<file path="src/rtl/counter_pkg.sv">
`default_nettype none
// ============================================================================
//  Module      : counter_pkg
//  Description : Shared mode encodings and sizing helper for mod_counter.
//  Revision    : 1.0  initial release
// ============================================================================
package counter_pkg;

  // Boundary behaviour selected by the SAT parameter
  localparam int MODE_WRAP = 0;
  localparam int MODE_SAT  = 1;

  // Width of a phase counter that must hold 0..div-1 (always at least 1 bit)
  function automatic int phase_width(input int div);
    return (div <= 2) ? 1 : $clog2(div);
  endfunction

endpackage
`default_nettype wire

</file>
<file path="src/rtl/clk_en_div.sv">
`default_nettype none
// ============================================================================
//  Module      : clk_en_div
//  Description : Clock-enable prescaler. Emits a one-cycle tick on every
//                DIV-th enabled cycle; en=0 freezes the phase.
//  Revision    : 1.0  initial release
// ============================================================================
module clk_en_div
  import counter_pkg::*;
#(
  parameter int DIV = 1
) (
  input  logic clk,
  input  logic res,
  input  logic en,
  input  logic clr,
  output logic tick
);

  if (DIV < 1) begin : g_bad_div
    $error("clk_en_div: DIV must be >= 1");
  end else if (DIV == 1) begin : g_div1
    // No phase state at all: every enabled cycle is a tick
    logic w_unused;
    assign w_unused = &{1'b0, clk, res, clr};
    assign tick     = en;
  end else begin : g_div
    localparam int            PW     = phase_width(DIV);
    localparam logic [PW-1:0] C_LAST = PW'(DIV - 1);

    logic [PW-1:0] phase_q;
    logic [PW-1:0] phase_d;

    assign tick = en && (phase_q == C_LAST);

    // Next phase: restart on clear, advance (with wrap) only while enabled
    always_comb begin
      phase_d = phase_q;
      if (clr) begin
        phase_d = '0;
      end else if (en) begin
        phase_d = (phase_q == C_LAST) ? '0 : phase_q + 1'b1;
      end
    end

    // Phase register with synchronous reset
    always_ff @(posedge clk) begin
      if (res) begin
        phase_q <= '0;
      end else begin
        phase_q <= phase_d;
      end
    end
  end

endmodule
`default_nettype wire

</file>
<file path="src/rtl/mod_counter.sv">
`default_nettype none
// ============================================================================
//  Module      : mod_counter
//  Description : Parametrised modulo up/down counter with wrap/saturate mode,
//                parallel load, synchronous clear, prescaled count enable,
//                terminal-count pulse and sticky overflow flag.
//  Revision    : 1.0  initial release
// ============================================================================
module mod_counter
  import counter_pkg::*;
#(
  parameter int WIDTH  = 8,
  parameter int MODULO = 256,
  parameter int SAT    = 0,
  parameter int DIV    = 1
) (
  input  logic             clk,
  input  logic             res,
  input  logic             en,
  input  logic             up,
  input  logic             clr,
  input  logic             load,
  input  logic [WIDTH-1:0] load_val,
  output logic [WIDTH-1:0] y,
  output logic             tc,
  output logic             ovf
);

  if (MODULO < 2 || longint'(MODULO) > (longint'(1) << WIDTH)) begin : g_bad_modulo
    $error("mod_counter: MODULO must satisfy 2 <= MODULO <= 2**WIDTH");
  end

  localparam logic [WIDTH-1:0] C_MAX = WIDTH'(MODULO - 1);

  logic [WIDTH-1:0] y_q,   y_d;
  logic             tc_q,  tc_d;
  logic             ovf_q, ovf_d;
  logic             w_tick;

  // Load and clear both restart the prescaler so the next step is a full interval away
  clk_en_div #(
    .DIV (DIV)
  ) u_clk_en_div (
    .clk  (clk),
    .res  (res),
    .en   (en),
    .clr  (clr | load),
    .tick (w_tick)
  );

  // Next-state: load beats clear beats counting; boundary steps wrap or hold
  always_comb begin
    y_d   = y_q;
    tc_d  = 1'b0;
    ovf_d = ovf_q;
    if (load) begin
      y_d = (load_val > C_MAX) ? C_MAX : load_val;
    end else if (clr) begin
      y_d   = '0;
      ovf_d = 1'b0;
    end else if (w_tick) begin
      if (up) begin
        if (y_q >= C_MAX) begin
          tc_d  = 1'b1;
          ovf_d = 1'b1;
          y_d   = (SAT == MODE_SAT) ? y_q : '0;
        end else begin
          y_d = y_q + 1'b1;
        end
      end else begin
        if (y_q == '0) begin
          tc_d  = 1'b1;
          ovf_d = 1'b1;
          y_d   = (SAT == MODE_SAT) ? y_q : C_MAX;
        end else begin
          y_d = y_q - 1'b1;
        end
      end
    end
  end

  // Count, terminal-count and overflow registers with synchronous reset
  always_ff @(posedge clk) begin
    if (res) begin
      y_q   <= '0;
      tc_q  <= 1'b0;
      ovf_q <= 1'b0;
    end else begin
      y_q   <= y_d;
      tc_q  <= tc_d;
      ovf_q <= ovf_d;
    end
  end

  assign y   = y_q;
  assign tc  = tc_q;
  assign ovf = ovf_q;

endmodule
`default_nettype wire

</file>
<file path="config.mk">
export PLATFORM = sky130hd
export DESIGN_NAME = mod_counter
export DESIGN_NICKNAME = d
export VERILOG_FILES = /design/src/rtl/counter_pkg.sv /design/src/rtl/clk_en_div.sv /design/src/rtl/mod_counter.sv
export SDC_FILE = /design/constraint.sdc
export NUM_CORES = 1
export LEC_CHECK = 0
export CELL_PAD_IN_SITES_DETAIL_PLACEMENT = 1
export CELL_PAD_IN_SITES_GLOBAL_PLACEMENT = 1
export CORE_ASPECT_RATIO = 0.6
export CORE_MARGIN = 8
export CORE_UTILIZATION = 34
export DETAILED_ROUTE_END_ITERATION = 8
export GPL_TIMING_DRIVEN = 0
export MAX_ROUTING_LAYER = met4
export PLACE_DENSITY_LB_ADDON = 0.12
export SYNTH_ARGS = -nofsm -noshare
export SYNTH_HDL_FRONTEND = slang
export SYNTH_SLANG_ARGS = --single-unit
export TNS_END_PERCENT = 50
</file>
<file path="constraint.sdc">
create_clock -name clk -period 1.85 [get_ports clk]
set_input_delay 0.37 -clock clk [delete_from_list [all_inputs] [get_ports clk]]
set_output_delay 0.37 -clock clk [all_outputs]
set_load 0.005 [all_outputs]
</file>
==> results.md <==
* Main synth FF type: dfxtp_1
* Adder-Cell Fraction of Synth Area at 0.0410
* Area Overhead vs Synth at 42.3%
* Kind of end point of the critical path: flop
* Router iterations before antenna repair at 4
* Wirelength per Cell at 20.1 µm
* Aggregate global-route resource usage at 0.160
* CTS Hold Bufs at 0
* Total number of yosys warnings at 0
* Share of the synthesized area in the top cell type at 0.219
* CTS Buffer Depth at 2
* Post-synthesis simple-gate area fraction at 0.293
* Vias in the first global route at 1108
* Startpoint type of the worst setup path: flop
* Effective utilization at floorplan at 0.363
* Initial antenna violation count at 0
* Vias per Instance at 6.01
* Failing checks: setup timing
* Worst ir drop on vdd at 0.000267 V
* Later-pin clock latency in the skew report at 0.25 ns
* Largest fanout of any net on the critical path at 7
* Commonest cells after routing, fill and taps aside: clkdlybuf4s50_1, nor2_1, nand2_1, o211ai_1, dfxtp_1
* Minimum clock period after layout at 1.88 ns
* Mux contribution to synthesized area at 0
* Number of distinct standard cells referenced by the synthesized netlist at 42
* Height of the die at 56.2 µm
* ANT nets after route at 0
* Hold Crit Class: reg2reg
* Remaining max-slew budget at the tightest pin at 0.649
* Count of flip-flops with a built-in enable after synthesis at 0
* Critical path required time at 2.00 ns
* Register bit count reported by yosys at 10
* DIE WIDTH at 83.0 µm
* Area contributors post-synth: dfxtp_1, o211ai_1, nor2_1
* Fraction of the yosys area taken by sequential cells at 0.219
* Synthesized-area fraction occupied by xor and xnor cells at 0.0575
* Post-route cell area at 1300 µm²
* Pin count of the biggest net entering global routing at 11
* Residual DRC count at 0
* Wire length of the first global-routing pass at 5.82 mm
* Buffer cell driving the clock tree root: clkbuf_8
* Area leader, netlist: dfxtp_1
* Total Die Area at 4660 µm²
* Post-placement worst setup slack at -0.247 ns
* Clock tree sinks at 10
* Final #Nets at 168
* Count of vias placed by the detailed router at 1093
* Inserted Clock Buffers at 3
* Syn nets at 138
* # diodes at 0
* Total power at 0.839 mW
* Type of the worst setup path: reg2reg
* Cell count after synthesis at 121
* Fin Clk Skew at 0.00252 ns
* Commonest non-fill, non-tap cell in the layout: clkdlybuf4s50_1
* Routed wire length at 3.66 mm
* Placeable core region at 2520 µm²
* Share of layout cells above drive strength 1 at 0.180
* Final setup viols at 1
* RSZ-0062 raised after global routing: yes
* PortBufs at 21
* Clock-pin slew reported for the worst setup and hold paths after clock tree synthesis at 0.06 ns
* Max capacitance violation total at 0
* Total count of max-transition violations in the final report at 0
* Clock tree from TritonCTS: yes
* Sum of overflow across all layers after global routing at 0
* Worst hold slack across all endpoints at 0.472 ns
* Final weighted congestion in routability-driven placement at 0.904
* Critical path data arrival time at 2.03 ns
* Netlist area before placement at 915 µm²
* I/O pin count at 24
* Placed cell areas at 1160 µm²
* Static leakage at 0.473 nW
* Clock H-tree levels at 1
* Detail Placement HPWL at 2.61 mm
* Average footprint of a synthesized cell at 7.56 µm²
* # rows at 14
* Fmax at 533 MHz
* Async set or reset register ratio after synthesis at 0
* Tightest Pin Transition at 0.526 ns
* Total count of hold-check failures in the final report at 0
* Violation count after the first detailed-routing iteration at 93
* Dominant combinational cell family by area after synthesis: compound AO/OA/AOI/OAI gates
* Run status: complete, but fails checks
* Fin worst setup slack at -0.0274 ns
* Fraction of the mapped netlist area in compound gates at 0.306
* Crit share post-route at 1.01
* Pwr dens at 645 nW/µm²
critical path, cell delays in order (launching register included):
cell and delay [ns]:
dfxtp_4 0.38, inv_4 0.07, ha_4 0.12, or4b_4 0.54
a21oi_2 0.16, o211ai_1 0.13, a2111oi_2 0.37
cell type report:
| class | count | area (µm²) |
|---|---|---|
| Inverter | 7 | 28.8 |
| Fill cell | 310 | 1220 |
| Clock buffer | 4 | 55.1 |
| Tap cell | 32 | 40.0 |
| Timing Repair Buffer | 26 | 246 |
| Buffer | 8 | 47.5 |
| Multi-Input combinational cell | 95 | 676 |
| Sequential cell | 10 | 208 |
synthesized netlist by cell type (all sizes together), types with 3 or more instances:
cell type,instances
a31oi,7
a21oi,3
o211ai,9
buf,3
nor2,14
nor3,3
inv,7
or3,3
xnor2,4
o21ai,3
a211oi,3
ha,3
nand2,12
clkbuf,6
nand3,4
dfxtp,10
report_power, final:
| group | switching [mW] | leakage (nW) | total (mW) | internal [mW] |
|---|---|---|---|---|
| sequential | 0.0225 | 0.0838 | 0.252 | 0.230 |
| combinational | 0.153 | 0.361 | 0.289 | 0.135 |
| clock | 0.109 | 0.0288 | 0.298 | 0.189 |
| total | 0.285 | 0.473 | 0.839 | 0.554 |
final timing paths:
check / from / to / slack [ns] / depth (start not counted)
worst max-delay path: y[0]$_SDFFE_PP0P_ / y[6]$_SDFFE_PP0P_ / -0.03 / 6
worst min-delay path: ovf$_SDFFE_PP0P_ / ovf$_SDFFE_PP0P_ / 0.47 / 2
worst max register to register: y[0]$_SDFFE_PP0P_ / y[6]$_SDFFE_PP0P_ / -0.03 / 6
worst min register to register: ovf$_SDFFE_PP0P_ / ovf$_SDFFE_PP0P_ / 0.47 / 2
state kept, by name (all words and copies together) (netlist names):
name and count:
tc 1, ovf 1, y 8
through the flow:
| stage | util | setup TNS (ns) | cells |
|---|---|---|---|
| after floorplan | - | 0 | 121 |
| after global placement | 0.462 | -0.631 | 174 |
| after detailed placement | 0.462 | -0.806 | 174 |
| after CTS | 0.489 | -0.0203 | 178 |
| after global routing | 0.516 | -0.134 | 182 |
| final | 0.516 | -0.0274 | 182 |
logic make-up after synthesis:
| family | after synthesis |
|---|---|
| AOI/OAI and AO/OA | 37 |
| xor gates and xnor gates | 6 |
| adders and majority gates | 3 |
| buffers and inverters | 16 |
| DFF | 10 |
| and+or+nand+nor | 49 |
repair_timing:
item	in CTS	in global routing
endpoints found under the setup margin	6	6
gates resized for setup	8	9
pin swaps	1	4
endpoints found under the hold margin	0	0
setup buffers	0	5
routing by layer:
layer	track usage	part of all wire	wire, µm
met5	-	0	0
met4	0.0746	0.013	48
met3	0.0409	0.059	216
met2	0.223	0.46	1680
met1	0.207	0.47	1720
(Power assumes the default switching activity.)
